===== config.mk =====
export PLATFORM = sky130hd
export DESIGN_NAME = note_arbiter
export DESIGN_NICKNAME = d
export VERILOG_FILES = /design/src/rtl/note_arbiter.sv
export SDC_FILE = /design/constraint.sdc
export NUM_CORES = 1
export LEC_CHECK = 0
export BUFFER_PORTS_ARGS = -buffer_cell sky130_fd_sc_hd__buf_2
export CAP_MARGIN = 20
export CORE_MARGIN = 2
export CORE_UTILIZATION = 52
export CTS_BUF_LIST = sky130_fd_sc_hd__clkbuf_16
export DETAILED_ROUTE_END_ITERATION = 7
export GPL_TIMING_DRIVEN = 0
export PLACE_DENSITY = 0.82
export SLEW_MARGIN = 20
export SYNTH_ARGS = -nofsm -noshare
export SYNTH_HDL_FRONTEND = slang
export SYNTH_SLANG_ARGS = --single-unit

===== constraint.sdc =====
create_clock -name clk -period 2.7 [get_ports clk]
set_input_delay 0.54 -clock clk [delete_from_list [all_inputs] [get_ports clk]]
set_output_delay 0.54 -clock clk [all_outputs]
set_load 0.01 [all_outputs]

===== src/rtl/note_arbiter.sv =====
// note_arbiter: synchronizes and debounces a 15-key keypad, selects the
// highest pressed key, and presents its oscillator period to the tone
// generator with a load/ack handshake before gating the note on.
module note_arbiter #(
  parameter int unsigned DB_CYCLES = 1000
) (
  input  logic        clk,
  input  logic        rst,
  input  logic        en,
  input  logic [14:0] keypad_i,
  input  logic        load_ack_i,
  output logic        load_o,
  output logic [15:0] period_o,
  output logic [3:0]  note_idx_o,
  output logic        note_valid_o
);

  typedef enum logic [1:0] {ST_IDLE, ST_LOAD, ST_PLAY} state_t;

  // Index 15 never names a key, so it encodes "no key pressed".
  localparam logic [3:0]  NOTE_NONE = 4'hF;
  localparam logic [15:0] CNT_SAT   = 16'(DB_CYCLES);
  // Counter value one step before it reaches DB_CYCLES-1.
  localparam logic [15:0] CNT_PRE   = 16'(DB_CYCLES - 2);

  logic [14:0] r_sync1, r_sync2;
  logic [3:0]  w_cand, r_prev_cand, r_accepted, r_idx;
  logic [15:0] r_cnt, w_cnt_next, w_period, r_period;
  logic        w_stable, w_accept, w_latch;
  state_t      r_state, w_state_next;

  // Two-flop synchronizer for the asynchronous key levels; keeps running while en is low.
  // NOTE: sequential state uses non-blocking (<=) so every flop samples pre-edge values.
  always_ff @(posedge clk) begin
    if (rst) begin
      r_sync1 <= '0;
      r_sync2 <= '0;
    end else begin
      r_sync1 <= keypad_i;
      r_sync2 <= r_sync1;
    end
  end

  // Candidate is the highest-index pressed key; later loop iterations override earlier ones.
  // NOTE: the default is assigned first so no path leaves w_cand unassigned (no latch).
  always_comb begin
    w_cand = NOTE_NONE;
    for (int i = 0; i < 15; i++) begin
      if (r_sync2[i]) w_cand = 4'(i);
    end
  end

  assign w_stable   = (w_cand == r_prev_cand);
  assign w_cnt_next = !w_stable          ? 16'd0 :
                      (r_cnt == CNT_SAT) ? r_cnt : r_cnt + 16'd1;
  // Accept on the edge where the counter steps to DB_CYCLES-1 with a new note.
  assign w_accept   = en && w_stable && (r_cnt == CNT_PRE) && (w_cand != r_accepted);

  // Stability counter; forcing prev to "none" while disabled makes a held key requalify fully.
  always_ff @(posedge clk) begin
    if (rst || !en) begin
      r_cnt       <= '0;
      r_prev_cand <= NOTE_NONE;
    end else begin
      r_cnt       <= w_cnt_next;
      r_prev_cand <= w_cand;
    end
  end

  // Accepted note, the reference against which later candidates are judged "different".
  always_ff @(posedge clk) begin
    if (rst || !en)    r_accepted <= NOTE_NONE;
    else if (w_accept) r_accepted <= w_cand;
  end

  // Period ROM: round(10 MHz / f) for equal-tempered C4..D5 with A4 = 440 Hz.
  always_comb begin
    w_period = '0;
    case (w_cand)
      4'd0:    w_period = 16'd38223;
      4'd1:    w_period = 16'd36077;
      4'd2:    w_period = 16'd34052;
      4'd3:    w_period = 16'd32141;
      4'd4:    w_period = 16'd30337;
      4'd5:    w_period = 16'd28635;
      4'd6:    w_period = 16'd27027;
      4'd7:    w_period = 16'd25511;
      4'd8:    w_period = 16'd24079;
      4'd9:    w_period = 16'd22727;
      4'd10:   w_period = 16'd21452;
      4'd11:   w_period = 16'd20248;
      4'd12:   w_period = 16'd19111;
      4'd13:   w_period = 16'd18039;
      4'd14:   w_period = 16'd17026;
      default: w_period = '0;
    endcase
  end

  // Handshake state register.
  always_ff @(posedge clk) begin
    if (rst) r_state <= ST_IDLE;
    else     r_state <= w_state_next;
  end

  // Next state: a fresh acceptance always wins over an ack arriving in the same cycle.
  always_comb begin
    w_state_next = r_state;
    w_latch      = 1'b0;
    if (!en) begin
      w_state_next = ST_IDLE;
    end else if (w_accept) begin
      if (w_cand == NOTE_NONE) begin
        w_state_next = ST_IDLE;
      end else begin
        w_state_next = ST_LOAD;
        w_latch      = 1'b1;
      end
    end else if (r_state == ST_LOAD && load_ack_i) begin
      w_state_next = ST_PLAY;
    end
  end

  // Presented note and period; hold steady between acceptances.
  always_ff @(posedge clk) begin
    if (rst || !en) begin
      r_idx    <= '0;
      r_period <= '0;
    end else if (w_latch) begin
      r_idx    <= w_cand;
      r_period <= w_period;
    end
  end

  assign load_o       = (r_state == ST_LOAD);
  assign note_valid_o = (r_state == ST_PLAY);
  assign note_idx_o   = r_idx;
  assign period_o     = r_period;

endmodule


==> results.sh <==
export IMPL_syn_nets=417
export IMPL_htree_levels=3
export IMPL_cts_clk_slew_worst_paths_ns=0.06
export IMPL_yosys_area_top_type="dfxtp_1"
export IMPL_antenna_found_initial=0
export IMPL_syn_area_sq_um=3460
export IMPL_fin_crit_sh=0.995
export IMPL_dp_final_hpwl_um=5280
export IMPL_die_x_um=85.6
export IMPL_drive_gt1_frac=0.230
export IMPL_portBuffers=40
export IMPL_ys_top_cells_by_area="dfxtp_1 44%, nor2b_1 6.3%, nand2_1 4.8%, mux2i_1 4.1%, nor2_1 4.0%"
export IMPL_pin_count=41
export IMPL_postRouteAntennaNets=0
export IMPL_gr_usage_all_layers=0.228
export IMPL_timing_slew_headroom=0.442
export IMPL_route_detailed_drc=0
export IMPL_holdWs_ns=0.409
export IMPL_synth_seq_cells=76
export IMPL_clk_latency_ns=0.33
export IMPL_die_area_sq_um=7320
export IMPL_worstPathMaxFanout=5
export IMPL_p_leak_uw=0.00172
export IMPL_initial_core_util=0.542
export IMPL_cts_root_buf="clkbuf_16"
export IMPL_syn_inst=387
export IMPL_ys_warnings_count=0
export IMPL_critPathKind="register to register"
export IMPL_ir_drop_uv=517
export IMPL_hold_violations=0
export IMPL_crit_path_end_kind="register"
export IMPL_coreArea_sq_um=6390
export IMPL_wl_um=7900
export IMPL_final_util=0.672
export IMPL_cts_tree="done"
export IMPL_nNetsFinal=477
export IMPL_via_per_inst=5.78
export IMPL_vias=3056
export IMPL_drv_slew=0
export IMPL_finalCriticalPeriod_ns=2.69
export IMPL_cts_sinks=76
export IMPL_detail_route_iter0_violations=232
export IMPL_synth_top_flop_cell="dfxtp_1"
export IMPL_layout_cells_non_filler=529
export IMPL_synth_top_area_share=0.440
export IMPL_startpoint_type="register"
export IMPL_cts_buffer_depth=2
export IMPL_avgSynthCellArea_sq_um=8.94
export IMPL_fillers=495
export IMPL_async_reset_ff_frac=0
export IMPL_rows=29
export IMPL_setup_viol=0
export IMPL_synth_edf_count=0
export IMPL_post_drt_wl_per_cell_um=14.9
export IMPL_fin_skew_ns=0.00504
export IMPL_drv_cap=0
export IMPL_cp_arrival_ns=2.88
export IMPL_rsz0062_at_grt="yes"
export IMPL_fp_dieH_um=85.6
export IMPL_fmax_mhz=372
export IMPL_firstDrtPassIters=5
export IMPL_diodes=0
export IMPL_ys_types=55
export IMPL_seq_area_frac_synth=0.440
export IMPL_dp_cells=504
export IMPL_synth_cells_most_frequent="76 x dfxtp_1, 44 x nand2_1, 37 x nor2_1, 35 x nor2b_1"
export IMPL_grt_pass1_vias=2870
export IMPL_power_density_nw_per_um2=634
export IMPL_syn_to_final_growth_pct=24.2
export IMPL_grt_max_degree=14
export IMPL_hold_path_class="input port to register"
export IMPL_yosysMostFrequentCell="dfxtp_1"
export IMPL_gr_total_overflow=0
export IMPL_required_ns=2.89
export IMPL_outcome="completed"
export IMPL_grt_first_pass_wirelength_um=13200
export IMPL_gp_congestion=0.938
export IMPL_worst_pin_slew_ns=0.829
export IMPL_numCtsBuffers=9
sequential cells by signal (all words and copies together) (netlist names):
register / count
r_cnt: 16
r_state: 2
note_idx_o: 4
period_o: 16
r_sync2: 15
r_prev_cand: 4
r_sync1: 15
r_accepted: 4
cells in the final DEF, fill, tap and decap left out, drive strengths merged, types with 9 or more instances in the layout:
master / n
ha: 11
nand2: 44
buf: 54
dfxtp: 76
clkbuf: 21
xnor2: 9
nor2: 37
nand3: 9
nor2b: 35
a21oi: 12
mux2i: 14
nor3: 13
o21ai: 10
inv: 14
critical path, cell delays in order (launching register included):
cell       delay [ns]
dfxtp_4          0.34
or4_4            0.54
or4_4            0.53
a21oi_2          0.14
a211oi_2         0.09
buf_4            0.18
a2111oi_4        0.30
buf_4            0.19
and3_4           0.19
a211oi_2         0.04
path summary, 6_finish.rpt:
path	start	end	slack [ns]	cells after the start
setup / recovery	r_sync2[9]	period_o[14]	0.01	9
hold / removal	keypad_i[12]	r_sync1[12]	0.41	2
setup reg to reg	r_sync2[9]	period_o[14]	0.01	9
hold reg to reg	r_sync1[7]	r_sync2[7]	0.44	1
final cells by class:
| cell class | count | area [sq um] | share of cell area |
|---|---|---|---|
| multi-input cells | 282 | 1950 | 0.455 |
| flip-flops and latches | 76 | 1530 | 0.356 |
| repair buffers | 52 | 294 | 0.0685 |
| inverters | 12 | 45.0 | 0.0105 |
| clock buffers | 9 | 225 | 0.0524 |
| clock inverters | 7 | 67.6 | 0.0157 |
| plain buffers | 14 | 82.6 | 0.0192 |
| well taps | 77 | 96.3 | 0.0224 |
metrics by stage:
| step | setup WS [ns] | area (sq um) | power (uW) | setup TNS [ns] |
|---|---|---|---|---|
| finish | 0.0142 | 4290 | 2720 | 0 |
| global route | -0.0558 | 4290 | 2830 | -0.407 |
| CTS | -0.0906 | 4220 | 2720 | -1.16 |
| detailed placement | -0.465 | 3750 | 1510 | -9.23 |
| global placement | -0.438 | 3750 | 1510 | -8.41 |
| floorplan | 0.0106 | 3460 | 1430 | 0 |
cells by family (layout without fill, tap and decap cells):
family,after synthesis,after routing,synth area share
AO/OA/AOI/OAI,63,63,0.134
XOR/XNOR,17,17,0.0431
adder cells (fa/ha/maj),11,11,0.0398
buffers and inverters,29,94,0.0362
flip-flops,76,76,0.440
multiplexers,15,15,0.0438
AND/OR/NAND/NOR,176,176,0.263
metal layers:
metal / track usage / part of all wire
met1: 0.272 / 0.41
met2: 0.383 / 0.50
met3: 0.0539 / 0.061
met4: 0.114 / 0.031
met5: 0 / 0
power by group:
group | switching [uW] | internal [uW]
Sequential | 18.1 | 1150
Combinational | 240 | 151
Clock | 456 | 711
timing repair:
| item | in CTS | in global routing |
|---|---|---|
| hold endpoints to repair | 0 | 0 |
| endpoints found under the setup margin | 36 | 41 |
| resized for setup | 33 | 13 |
| buffers inserted | 6 | 6 |
| pin swaps | 4 | 10 |
| hold buffers | 0 | 0 |
Note: power is estimated with default switching activity, not from simulation.
